===== src/rtl/washu_disp_pkg.sv =====
`default_nettype none
// ============================================================================
// Module      : washu_disp_pkg
// Description : Shared constants for the washu 7-segment display path:
//               blank patterns for anodes/segments, digit count, and the
//               active-low hex-to-7-segment lookup table (bit order gfedcba).
// Revision    : 1.0 - initial release
// ============================================================================
package washu_disp_pkg;

    // Number of multiplexed digits on the display.
    localparam int NDIG = 4;

    // All-off patterns; the display is common-anode, so everything is active-low.
    localparam logic [6:0] SEG_OFF = 7'b1111111;
    localparam logic [3:0] AN_OFF  = 4'b1111;

    // Hex digit glyphs, active-low {g,f,e,d,c,b,a}. Entry 15 is leftmost,
    // so HEX7_LUT[n] is the glyph for nibble value n.
    localparam logic [15:0][6:0] HEX7_LUT = {
        7'b0001110,  // F
        7'b0000110,  // E
        7'b0100001,  // d
        7'b1000110,  // C
        7'b0000011,  // b
        7'b0001000,  // A
        7'b0010000,  // 9
        7'b0000000,  // 8
        7'b1111000,  // 7
        7'b0000010,  // 6
        7'b0010010,  // 5
        7'b0011001,  // 4
        7'b0110000,  // 3
        7'b0100100,  // 2
        7'b1111001,  // 1
        7'b1000000   // 0
    };

endpackage : washu_disp_pkg
`default_nettype wire


===== src/rtl/washu_hex7seg.sv =====
`default_nettype none
// ============================================================================
// Module      : washu_hex7seg
// Description : Purely combinational 4-bit hex nibble to active-low
//               7-segment glyph decoder.
// Ports       : i_nib  [3:0] - nibble to decode
//               o_seg  [6:0] - segments {g,f,e,d,c,b,a}, active-low
// Revision    : 1.0 - initial release
// ============================================================================
module washu_hex7seg
    import washu_disp_pkg::*;
(
    input  logic [3:0] i_nib,
    output logic [6:0] o_seg
);

    assign o_seg = HEX7_LUT[i_nib];

endmodule : washu_hex7seg
`default_nettype wire


===== src/rtl/washu_seg_scan.sv =====
`default_nettype none
// ============================================================================
// Module      : washu_seg_scan
// Description : Time-multiplexed scanner driving a common-anode 4-digit
//               7-segment display with a 16-bit hex word. The word and the
//               pause flag are snapshotted once per frame so a frame never
//               mixes old and new digits, and every digit slot starts with a
//               short all-off window to suppress ghosting.
// Ports       : clk        - system clock
//               reset      - synchronous, active-high reset
//               value[15:0]- word to display; digit k shows value[4k+3:4k]
//               pause_ind  - lights the digit-0 decimal point when set
//               an[3:0]    - anode enables, active-low (an[k] -> digit k)
//               seg[6:0]   - segments {g,f,e,d,c,b,a}, active-low
//               dp         - decimal point, active-low
// Parameters  : REFRESH_DIV  - clock cycles per digit slot (>= 2)
//               BLANK_CYCLES - all-off cycles at the start of each slot
//                              (< REFRESH_DIV)
//               ZERO_BLANK   - 1 suppresses leading-zero digits 3..1
// Revision    : 1.0 - initial release
// ============================================================================
module washu_seg_scan
    import washu_disp_pkg::*;
#(
    parameter int REFRESH_DIV  = 50000,
    parameter int BLANK_CYCLES = 16,
    parameter int ZERO_BLANK   = 0
) (
    input  logic        clk,
    input  logic        reset,
    input  logic [15:0] value,
    input  logic        pause_ind,
    output logic [3:0]  an,
    output logic [6:0]  seg,
    output logic        dp
);

    localparam int                 c_cnt_w    = $clog2(REFRESH_DIV);
    localparam logic [c_cnt_w-1:0] c_cnt_last = c_cnt_w'(REFRESH_DIV - 1);
    localparam logic [c_cnt_w-1:0] c_blank    = c_cnt_w'(BLANK_CYCLES);
    localparam logic [1:0]         c_dig_last = 2'(NDIG - 1);

    // ------------------------------------------------------------------
    // State
    // ------------------------------------------------------------------
    logic [c_cnt_w-1:0] r_cnt;     // position inside the current digit slot
    logic [1:0]         r_dig;     // digit currently being scanned
    logic [15:0]        r_snap;    // frame-stable copy of value
    logic               r_snap_p;  // frame-stable copy of pause_ind

    logic               w_tick;       // last cycle of a digit slot
    logic               w_frame_end;  // last cycle of the last slot of a frame
    logic               w_blank;
    logic [3:0]         w_nib;
    logic [6:0]         w_seg;
    logic [NDIG-1:0]    w_zsup;       // per-digit leading-zero suppression

    assign w_tick      = (r_cnt == c_cnt_last);
    assign w_frame_end = w_tick && (r_dig == c_dig_last);

    // Nibble for the digit under scan; {dig,2'b00} is dig*4.
    assign w_nib = r_snap[{r_dig, 2'b00} +: 4];

    washu_hex7seg u_hex7seg (
        .i_nib (w_nib),
        .o_seg (w_seg)
    );

    // ------------------------------------------------------------------
    // Leading-zero suppression: digit k (k >= 1) goes dark when it and
    // every digit above it are zero. Digit 0 is always lit so that a
    // zero word still shows "0".
    // ------------------------------------------------------------------
    assign w_zsup[0] = 1'b0;

    for (genvar gi = 1; gi < NDIG; gi++) begin : g_zsup
        if (ZERO_BLANK != 0) begin : g_on
            assign w_zsup[gi] = (r_snap[15:4*gi] == '0);
        end else begin : g_off
            assign w_zsup[gi] = 1'b0;
        end
    end

    // Anti-ghosting window at slot start, or a suppressed digit.
    assign w_blank = (r_cnt < c_blank) || w_zsup[r_dig];

    // ------------------------------------------------------------------
    // Prescaler, digit scan, frame snapshot and registered outputs.
    // Outputs are one cycle behind (r_cnt, r_dig, r_snap), which keeps
    // the pins glitch-free regardless of decoder depth.
    // ------------------------------------------------------------------
    always_ff @(posedge clk) begin
        if (reset) begin
            r_cnt    <= '0;
            r_dig    <= '0;
            r_snap   <= '0;
            r_snap_p <= 1'b0;
            an       <= AN_OFF;
            seg      <= SEG_OFF;
            dp       <= 1'b1;
        end else begin
            if (w_tick) begin
                r_cnt <= '0;
                r_dig <= r_dig + 2'd1;
            end else begin
                r_cnt <= r_cnt + 1'b1;
            end

            // Captured on the same edge that wraps dig to 0, so the new
            // frame starts with the new snapshot.
            if (w_frame_end) begin
                r_snap   <= value;
                r_snap_p <= pause_ind;
            end

            if (w_blank) begin
                an  <= AN_OFF;
                seg <= SEG_OFF;
                dp  <= 1'b1;
            end else begin
                an  <= ~(4'b0001 << r_dig);
                seg <= w_seg;
                dp  <= ~(r_snap_p & (r_dig == 2'd0));
            end
        end
    end

endmodule : washu_seg_scan
`default_nettype wire

===== config.mk =====
export PLATFORM = sky130hd
export DESIGN_NAME = washu_seg_scan
export DESIGN_NICKNAME = d
export VERILOG_FILES = /design/src/rtl/washu_disp_pkg.sv /design/src/rtl/washu_hex7seg.sv /design/src/rtl/washu_seg_scan.sv
export SDC_FILE = /design/constraint.sdc
export NUM_CORES = 1
export LEC_CHECK = 0
export ABC_AREA = 1
export ABC_CLOCK_PERIOD_IN_PS = 1500
export CAP_MARGIN = 20
export CORE_AREA = 5 5 83 85
export DETAILED_ROUTE_END_ITERATION = 10
export DIE_AREA = 0 0 88 90
export PLACE_DENSITY = 0.69
export SLEW_MARGIN = 15
export SYNTH_ARGS = -nofsm -noshare
export SYNTH_HDL_FRONTEND = slang
export SYNTH_SLANG_ARGS = --single-unit

===== constraint.sdc =====
create_clock -name clk -period 1.5 [get_ports clk]
set_input_delay 0.15 -clock clk [delete_from_list [all_inputs] [get_ports clk]]
set_output_delay 0.15 -clock clk [all_outputs]
set_load 0.005 [all_outputs]

==> run_summary.xml, run 1 <==
<?xml version="1.0" encoding="UTF-8"?>
<metrics>
  <group name="sta">
    <metric name="crit_share_post_route" unit="%">94.45</metric>
    <metric name="timing.max_slew.rel_slack" unit="%">80.34</metric>
    <metric name="clock-skew-final" unit="ns">0.006889</metric>
    <metric name="setup_viol" unit="">0</metric>
    <metric name="maxSlewViolCount" unit="">0</metric>
    <metric name="rsz0062_at_grt" unit="">yes</metric>
    <metric name="finalHoldViolations" unit="">0</metric>
    <metric name="final.min_clock_period" unit="ns">1.417</metric>
    <metric name="setup_tns" unit="ns">0</metric>
    <metric name="hold_ws" unit="ns">0.4181</metric>
    <metric name="fmaxAchievable" unit="MHz">705.8</metric>
    <metric name="worst-slew-pin-transition" unit="ns">0.2945</metric>
  </group>
  <group name="synth">
    <metric name="post_synth_most_frequent_cells" unit="">110 x sky130_fd_sc_hd__nand2_1, 70 x sky130_fd_sc_hd__nor2_1, 47 x sky130_fd_sc_hd__dfxtp_1, 39 x sky130_fd_sc_hd__inv_1, 32 x sky130_fd_sc_hd__nand3_1</metric>
    <metric name="synth_mux_area_share" unit="%">0</metric>
    <metric name="synth_enable_flop_cells" unit="">0</metric>
    <metric name="synth.yosys.seq_area_share" unit="%">40.24</metric>
    <metric name="ys.flop_type" unit="">sky130_fd_sc_hd__dfxtp_1</metric>
    <metric name="post_synth_xor_area_fraction" unit="%">2.247</metric>
    <metric name="post_synth_inst_count" unit="">350</metric>
    <metric name="syn-cell-area" unit="mm^2">0.002338</metric>
    <metric name="synthesis.area_per_instance" unit="um^2">6.681</metric>
    <metric name="yosys_register_bits" unit="">47</metric>
    <metric name="post-synth-top-count-cell" unit="">sky130_fd_sc_hd__nand2_1</metric>
    <metric name="post_synth_and_or_nand_nor_area_fraction" unit="%">40.66</metric>
    <metric name="synth.net_count" unit="">380</metric>
    <metric name="synth-compound-area-share" unit="%">1.926</metric>
    <metric name="yosys.area.top_type" unit="">sky130_fd_sc_hd__dfxtp_1</metric>
    <metric name="async_flop_share" unit="%">0</metric>
    <metric name="yosysWarnings" unit="">0</metric>
    <metric name="main_combinational_cell_family_by_area_after_synthesis" unit="">simple AND/OR/NAND/NOR gates</metric>
    <metric name="ys_types" unit="">23</metric>
    <metric name="synth_area_leaders" unit="">sky130_fd_sc_hd__dfxtp_1 40%, sky130_fd_sc_hd__nand2_1 18%, sky130_fd_sc_hd__nor2_1 11%</metric>
    <metric name="yosys.area.top_type_share" unit="%">40.24</metric>
    <metric name="synthAdderAreaFrac" unit="%">5.886</metric>
  </group>
  <group name="floorplanning">
    <metric name="std_cell_rows" unit="">29</metric>
    <metric name="floorplan.initialDensity" unit="%">38.14</metric>
    <metric name="die_height" unit="um">90</metric>
    <metric name="die-width" unit="um">88</metric>
    <metric name="io-pin-count" unit="">31</metric>
    <metric name="die_area" unit="mm^2">0.007920</metric>
    <metric name="core_area" unit="mm^2">0.006132</metric>
  </group>
  <group name="route">
    <metric name="route.vias.total" unit="">2169</metric>
    <metric name="route.final.wire_length" unit="um">4904</metric>
    <metric name="firstDrtPassIters" unit="">4</metric>
    <metric name="route.detailed.wl_per_inst" unit="um">10.30</metric>
    <metric name="drtAntennaViolNets" unit="">0</metric>
    <metric name="detail_route.iter0.violations" unit="">81</metric>
    <metric name="vias_per_cell" unit="">4.557</metric>
    <metric name="route.detailed.drc" unit="">0</metric>
  </group>
  <group name="worst_hold_path">
    <metric name="worstHoldPathCells" unit="">1</metric>
    <metric name="worst_hold_startpoint" unit="">r_snap_p$_SDFFE_PP0P_</metric>
    <metric name="min-delay-path-class" unit="">flip-flop to flip-flop</metric>
  </group>
  <group name="global_routing">
    <metric name="globalRouteTotalUtil" unit="%">13.06</metric>
    <metric name="antenna_found_initial" unit="">0</metric>
    <metric name="grt_overflow_total" unit="">0</metric>
    <metric name="number_of_global_route_vias_before_repair" unit="">1954</metric>
    <metric name="grt_max_degree" unit="">35</metric>
    <metric name="grt_first_pass_wirelength" unit="um">8514</metric>
  </group>
  <group name="worst_setup_path">
    <metric name="worst-r2r-cell-count" unit="">10</metric>
    <metric name="critPathMaxFanout" unit="">8</metric>
    <metric name="timing_worst_setup_path_type" unit="">flip-flop to flip-flop</metric>
    <metric name="worst-endpoint-arrival" unit="ns">1.60</metric>
    <metric name="worst_setup_path_end_kind" unit="">flip-flop</metric>
    <metric name="worst_setup_path_start_kind" unit="">flip-flop</metric>
    <metric name="startpoint" unit="">r_dig[0]$_SDFFE_PP0P_</metric>
    <metric name="worst-endpoint-required" unit="ns">1.68</metric>
    <metric name="rr_startpoint" unit="">r_dig[0]$_SDFFE_PP0P_</metric>
  </group>
  <group name="power_and_ir_drop">
    <metric name="static_leak" unit="nW">1.381</metric>
    <metric name="power_per_cell_area" unit="mW/mm^2">696.1</metric>
    <metric name="max_vdd_drop" unit="uV">340.5</metric>
  </group>
  <group name="cells_and_area">
    <metric name="post-route-util" unit="%">49.26</metric>
    <metric name="final.fill_count" unit="">623</metric>
    <metric name="final-seq-area" unit="um^2">944.7</metric>
    <metric name="area.growth.synth_to_final" unit="%">29.16</metric>
    <metric name="layout_cells_sized_above_1" unit="%">13.53</metric>
    <metric name="multi_input_area" unit="mm^2">0.001254</metric>
    <metric name="antenna_cells_inserted" unit="">0</metric>
    <metric name="fin_cells" unit="">476</metric>
    <metric name="final_nets" unit="">429</metric>
  </group>
  <group name="clock_network">
    <metric name="cts_max_path_buffers" unit="">2</metric>
    <metric name="numCtsBuffers" unit="">5</metric>
    <metric name="clk_latency" unit="ns">0.29</metric>
    <metric name="worst_setup_hold_path_clk_slew" unit="ns">0.08</metric>
    <metric name="tritoncts_clock_tree" unit="">done</metric>
    <metric name="cts_root_buffer" unit="">sky130_fd_sc_hd__clkbuf_8</metric>
    <metric name="clock_tree.htree_level_count" unit="">2</metric>
    <metric name="clock_sinks" unit="">47</metric>
  </group>
  <group name="place">
    <metric name="place_inst" unit="">466</metric>
    <metric name="dp_hpwl" unit="um">3490</metric>
    <metric name="gp_congestion" unit="">0.8644</metric>
    <metric name="port_buffers" unit="">30</metric>
  </group>
  <group name="status">
    <metric name="run_status" unit="">finished, final reports clean</metric>
  </group>
  <group name="run">
    <metric name="max-cap-violations" unit="">0</metric>
  </group>
</metrics>
critical path, stage by stage, from the launching register on:
cell and delay [ns]:
sky130_fd_sc_hd__dfxtp_4 0.38, sky130_fd_sc_hd__inv_6 0.07, sky130_fd_sc_hd__nand2_1 0.07, sky130_fd_sc_hd__nand3_2 0.08
sky130_fd_sc_hd__nand2_4 0.08, sky130_fd_sc_hd__buf_4 0.13, sky130_fd_sc_hd__ha_1 0.21, sky130_fd_sc_hd__nand3_2 0.09
sky130_fd_sc_hd__nand3_1 0.08, sky130_fd_sc_hd__nand2_1 0.06, sky130_fd_sc_hd__nand2_1 0.04
worst paths after layout:
check	end	slack (ns)
hold reg to reg	dp$_SDFF_PP1_	0.42
setup reg to reg	seg[0]$_SDFF_PP1_	0.08
hold / removal	dp$_SDFF_PP1_	0.42
setup / recovery	seg[0]$_SDFF_PP1_	0.08
power by group:
group | leakage [nW] | switching (mW) | internal [mW]
logic | 0.953 | 0.0328 | 0.0581
clock network | 0.0470 | 0.394 | 0.362
registers | 0.380 | 0.00462 | 1.25
placed cells by master (no fill, tap or decap), types with 6 or more instances in the layout:
| cell | count |
|---|---|
| sky130_fd_sc_hd__nor2_1 | 68 |
| sky130_fd_sc_hd__nand3_1 | 24 |
| sky130_fd_sc_hd__inv_1 | 37 |
| sky130_fd_sc_hd__dfxtp_1 | 46 |
| sky130_fd_sc_hd__buf_4 | 17 |
| sky130_fd_sc_hd__ha_1 | 10 |
| sky130_fd_sc_hd__clkdlybuf4s50_1 | 30 |
| sky130_fd_sc_hd__nand2_1 | 108 |
| sky130_fd_sc_hd__clkbuf_8 | 6 |
| sky130_fd_sc_hd__nand3_2 | 8 |
| sky130_fd_sc_hd__a21oi_1 | 6 |
routing by layer:
metal	track usage (%)	wire (um)
met5	0	0
met4	4.604	62
met3	2.285	237
met2	21.11	2310
met1	17.23	2294
cell type report:
cell class	instances	share of cell area (%)
Clock inverter	1	0.1657
Clock buffer	6	2.734
Sequential cell	47	31.28
Tap cell	77	3.190
Multi-Input combinational cell	254	41.51
Timing Repair Buffer	50	15.87
Inverter	41	5.261
cells by family after synthesis:
group / after synthesis
AND/OR/NAND/NOR: 228
adder cells (fa/ha/maj): 11
flip-flops: 47
buffers and inverters: 49
AO/OA/AOI/OAI: 9
XOR/XNOR: 6
per-stage QoR:
step | setup slack (ns) | cell area [um^2] | total power [mW]
2_1_floorplan | 0.01721 | 2344 | 1.313
3_3_place_gp | -0.01906 | 2835 | 1.377
3_5_place_dp | -0.07720 | 2835 | 1.378
4_1_cts | 0.01846 | 2927 | 2.140
6_report | 0.08323 | 3020 | 2.103
5_1_grt | -0.04840 | 3020 | 2.195
state kept, by name (all words and copies together) (netlist names):
name	flops
r_cnt	16
an	4
r_snap_p	1
dp	1
r_snap	16
seg	7
r_dig	2
repair_timing:
item / CTS / global route
gates resized for setup: 2 / 19
hold buffers: 0 / 0
buffers inserted: 0 / 3
pin swaps: 0 / 3
setup endpoints to repair: 7 / 41
Power figures use the tool's default switching activity.
==> run 2: changes to the inputs <==
- CELL_PAD_IN_SITES_DETAIL_PLACEMENT: not set -> 1
- CELL_PAD_IN_SITES_GLOBAL_PLACEMENT: not set -> 2
- CORE_AREA: 5 5 83 85 -> 5 5 100 102
- DIE_AREA: 0 0 88 90 -> 0 0 105 107
- PLACE_DENSITY: 0.69 -> 0.8
- SYNTH_HIERARCHICAL: not set -> 1
==> run 2 against run 1 <==
Against the previous run: wire length up 32%; combinational power up 3.5%; power up 5.3%; clock power up 14%; die area up 42%; sequential cell count unchanged; via count up 3.6%; highest routed layer unchanged; cell count up 7.1%; setup slack worse by 0.23 ns; the flow now finishes with violations (negative setup slack).
==> run_summary.xml, run 2 <==
<?xml version="1.0" encoding="UTF-8"?>
<metrics>
  <group name="synth">
    <metric name="synth-compound-area-share" unit="%">6.498</metric>
    <metric name="synth_area_leaders" unit="">sky130_fd_sc_hd__dfxtp_1 40%, sky130_fd_sc_hd__nand2_1 13%, sky130_fd_sc_hd__nor2_1 10%</metric>
    <metric name="synth.yosys.seq_area_share" unit="%">39.73</metric>
    <metric name="yosys_register_bits" unit="">47</metric>
    <metric name="syn-cell-area" unit="mm^2">0.002369</metric>
    <metric name="yosys.area.top_type_share" unit="%">39.73</metric>
    <metric name="post_synth_xor_area_fraction" unit="%">2.219</metric>
    <metric name="async_flop_share" unit="%">0</metric>
    <metric name="post_synth_and_or_nand_nor_area_fraction" unit="%">35.66</metric>
    <metric name="synth_enable_flop_cells" unit="">0</metric>
    <metric name="yosys.area.top_type" unit="">sky130_fd_sc_hd__dfxtp_1</metric>
    <metric name="yosysWarnings" unit="">6</metric>
    <metric name="synth.net_count" unit="">373</metric>
    <metric name="post_synth_most_frequent_cells" unit="">83 x sky130_fd_sc_hd__nand2_1, 66 x sky130_fd_sc_hd__nor2_1, 47 x sky130_fd_sc_hd__dfxtp_1, 38 x sky130_fd_sc_hd__inv_1, 24 x sky130_fd_sc_hd__nand3_1</metric>
    <metric name="post_synth_inst_count" unit="">342</metric>
    <metric name="synth_mux_area_share" unit="%">0</metric>
    <metric name="synthAdderAreaFrac" unit="%">6.339</metric>
    <metric name="post-synth-top-count-cell" unit="">sky130_fd_sc_hd__nand2_1</metric>
    <metric name="ys_types" unit="">28</metric>
    <metric name="main_combinational_cell_family_by_area_after_synthesis" unit="">simple AND/OR/NAND/NOR gates</metric>
    <metric name="synthesis.area_per_instance" unit="um^2">6.926</metric>
    <metric name="ys.flop_type" unit="">sky130_fd_sc_hd__dfxtp_1</metric>
  </group>
  <group name="global_routing">
    <metric name="grt_max_degree" unit="">35</metric>
    <metric name="number_of_global_route_vias_before_repair" unit="">2294</metric>
    <metric name="antenna_found_initial" unit="">0</metric>
    <metric name="grt_first_pass_wirelength" unit="um">10870</metric>
    <metric name="globalRouteTotalUtil" unit="%">11.73</metric>
    <metric name="grt_overflow_total" unit="">0</metric>
  </group>
  <group name="sta">
    <metric name="setup_viol" unit="">7</metric>
    <metric name="fmaxAchievable" unit="MHz">606.8</metric>
    <metric name="crit_share_post_route" unit="%">109.9</metric>
    <metric name="setup_ws" unit="ns">-0.1480</metric>
    <metric name="worst-slew-pin-transition" unit="ns">0.2859</metric>
    <metric name="finalHoldViolations" unit="">0</metric>
    <metric name="rsz0062_at_grt" unit="">yes</metric>
    <metric name="clock-skew-final" unit="ns">0.01483</metric>
    <metric name="hold_ws" unit="ns">0.4248</metric>
    <metric name="timing.max_slew.rel_slack" unit="%">80.87</metric>
    <metric name="maxSlewViolCount" unit="">0</metric>
    <metric name="setup_tns" unit="ns">-0.6879</metric>
    <metric name="final.min_clock_period" unit="ns">1.648</metric>
  </group>
  <group name="clock_network">
    <metric name="cts_max_path_buffers" unit="">2</metric>
    <metric name="cts_root_buffer" unit="">sky130_fd_sc_hd__clkbuf_8</metric>
    <metric name="clock_tree.htree_level_count" unit="">2</metric>
    <metric name="numCtsBuffers" unit="">5</metric>
    <metric name="worst_setup_hold_path_clk_slew" unit="ns">0.09</metric>
    <metric name="cts.hold.buffers_added" unit="">0</metric>
    <metric name="tritoncts_clock_tree" unit="">done</metric>
    <metric name="clock_sinks" unit="">47</metric>
    <metric name="clk_latency" unit="ns">0.31</metric>
  </group>
  <group name="worst_setup_path">
    <metric name="crit_path_max_incr_delay" unit="ns">0.43</metric>
    <metric name="timing_worst_setup_path_type" unit="">flip-flop to flip-flop</metric>
    <metric name="worst_setup_path_start_kind" unit="">flip-flop</metric>
    <metric name="cp.depth" unit="">11</metric>
    <metric name="crit_path_top_delay_cell" unit="">sky130_fd_sc_hd__dfxtp_4</metric>
    <metric name="cp_num_buf_inv" unit="">3</metric>
    <metric name="worst_setup_path_end_kind" unit="">flip-flop</metric>
    <metric name="worst-endpoint-required" unit="ns">1.69</metric>
    <metric name="timing.reg2reg.setup_slack" unit="ns">-0.15</metric>
    <metric name="worst-r2r-cell-count" unit="">11</metric>
    <metric name="timing.critical_path.max_delay_family" unit="">flip-flops</metric>
    <metric name="critPathMaxFanout" unit="">5</metric>
    <metric name="cp_common_cell" unit="">sky130_fd_sc_hd__nand2_1</metric>
    <metric name="cell_breakdown_of_the_critical_path" unit="">inv_8, o21ai_2, a21oi_2, a21oi_4, inv_4, ha_2, inv_1, nand2_1, nand3_2, nand2_1, nand3b_1</metric>
    <metric name="worst-endpoint-arrival" unit="ns">1.84</metric>
  </group>
  <group name="cells_and_area">
    <metric name="final_common_cell" unit="">sky130_fd_sc_hd__nand2_1</metric>
    <metric name="fin_cells" unit="">510</metric>
    <metric name="layout_cells_sized_above_1" unit="%">22.56</metric>
    <metric name="summed_area_of_non_filler_cells_in_the_final_layout" unit="mm^2">0.003347</metric>
    <metric name="post-route-util" unit="%">37.10</metric>
    <metric name="final_nets" unit="">429</metric>
    <metric name="top_regs" unit="">r_cnt (16), r_snap (16), seg (7)</metric>
    <metric name="final_cell_mix" unit="">77 x sky130_fd_sc_hd__nand2_1, 64 x sky130_fd_sc_hd__nor2_1, 44 x sky130_fd_sc_hd__dfxtp_1, 33 x sky130_fd_sc_hd__inv_1, 30 x sky130_fd_sc_hd__clkdlybuf4s50_1</metric>
    <metric name="area.growth.synth_to_final" unit="%">41.31</metric>
    <metric name="antenna_cells_inserted" unit="">0</metric>
  </group>
  <group name="floorplanning">
    <metric name="die_height" unit="um">107</metric>
    <metric name="floorplan.initialDensity" unit="%">26.26</metric>
    <metric name="io-pin-count" unit="">31</metric>
    <metric name="die_area" unit="mm^2">0.01124</metric>
    <metric name="die-width" unit="um">105</metric>
    <metric name="core_area" unit="mm^2">0.009021</metric>
    <metric name="std_cell_rows" unit="">35</metric>
  </group>
  <group name="place">
    <metric name="place_inst" unit="">492</metric>
    <metric name="dp_hpwl" unit="um">4626</metric>
    <metric name="port_buffers" unit="">30</metric>
    <metric name="place_ws" unit="ns">-0.1894</metric>
    <metric name="gp_congestion" unit="">0.8194</metric>
    <metric name="placedInstanceArea" unit="mm^2">0.002979</metric>
  </group>
  <group name="route">
    <metric name="drtAntennaViolNets" unit="">0</metric>
    <metric name="firstDrtPassIters" unit="">4</metric>
    <metric name="route.final.wire_length" unit="um">6492</metric>
    <metric name="route.vias.total" unit="">2246</metric>
    <metric name="detail_route.iter0.violations" unit="">54</metric>
    <metric name="route.detailed.drc" unit="">0</metric>
    <metric name="route.detailed.wl_per_inst" unit="um">12.73</metric>
    <metric name="vias_per_cell" unit="">4.404</metric>
  </group>
  <group name="worst_hold_path">
    <metric name="min-delay-path-class" unit="">input pin to flip-flop</metric>
    <metric name="worstHoldPathCells" unit="">3</metric>
  </group>
  <group name="status">
    <metric name="failing_checks" unit="">negative setup slack</metric>
    <metric name="run_status" unit="">finished, violations left</metric>
  </group>
  <group name="run">
    <metric name="max-cap-violations" unit="">0</metric>
  </group>
  <group name="power_and_ir_drop">
    <metric name="static_leak" unit="nW">1.401</metric>
    <metric name="power.total" unit="mW">2.214</metric>
    <metric name="max_vdd_drop" unit="uV">418.3</metric>
    <metric name="power_per_cell_area" unit="mW/mm^2">661.4</metric>
  </group>
</metrics>
## run 2: cell types whose count changed in the layout (fill, tap and decap cells not counted), moves of 4 or more
cell,previous run,this run
sky130_fd_sc_hd__ha_1,10,5
sky130_fd_sc_hd__a21oi_4,0,4
sky130_fd_sc_hd__inv_1,37,33
sky130_fd_sc_hd__nor2_1,68,64
sky130_fd_sc_hd__buf_4,17,21
sky130_fd_sc_hd__nand2_1,108,77
sky130_fd_sc_hd__nand3_1,24,20
sky130_fd_sc_hd__nand3_2,8,4
sky130_fd_sc_hd__nand3b_1,1,8
sky130_fd_sc_hd__inv_4,0,4
sky130_fd_sc_hd__a21oi_2,0,7
## run 2: cells by family after synthesis
group / after synthesis
AO/OA/AOI/OAI: 30
adder cells (fa/ha/maj): 12
buffers and inverters: 52
flip-flops: 47
AND/OR/NAND/NOR: 195
XOR/XNOR: 6
## run 2: final timing paths
| kind | end | start |
|---|---|---|
| worst min register to register | r_cnt[0]$_SDFF_PP0_ | r_cnt[0]$_SDFF_PP0_ |
| worst min-delay path | r_snap[4]$_SDFFE_PP0P_ | value[4] |
| worst max-delay path | seg[0]$_SDFF_PP1_ | r_dig[0]$_SDFFE_PP0P_ |
| worst max register to register | seg[0]$_SDFF_PP1_ | r_dig[0]$_SDFFE_PP0P_ |
## run 2: cell type report
| cell class | instances | area (um^2) |
|---|---|---|
| fillers | 1109 | 5674 |
| multi-input cells | 243 | 1409 |
| flip-flops and latches | 47 | 947.2 |
| repair buffers | 59 | 563.0 |
| inverters | 41 | 178.9 |
| well taps | 111 | 138.9 |
| clock buffers | 7 | 96.34 |
| clock inverters | 1 | 7.507 |
| repair inverters | 1 | 6.256 |
## run 2: routing by layer
metal  global-route usage, %  wire length [um]
met3                   2.830               200
met5                       0                 0
met2                   19.60              3184
met1                   15.10              3024
met4                   3.105                83
## run 2: timing repair
action,CTS,global route
resized for setup,33,22
endpoints found under the setup margin,7,29
hold endpoints to repair,0,0
buffers inserted,4,3
pin swaps,8,3
gates cloned,3,0
## run 2: tightest hold or removal path, delay by kind of cell
kind          cells  cell delay, ns
buf+inv           1            0.40
simple gates      2            0.15
## run 2: where the power goes
group / switching, mW / total [mW] / internal [mW]
registers: 0.00551 / 1.26 / 1.25
logic: 0.0362 / 0.0941 / 0.0579
clock network: 0.443 / 0.863 / 0.420
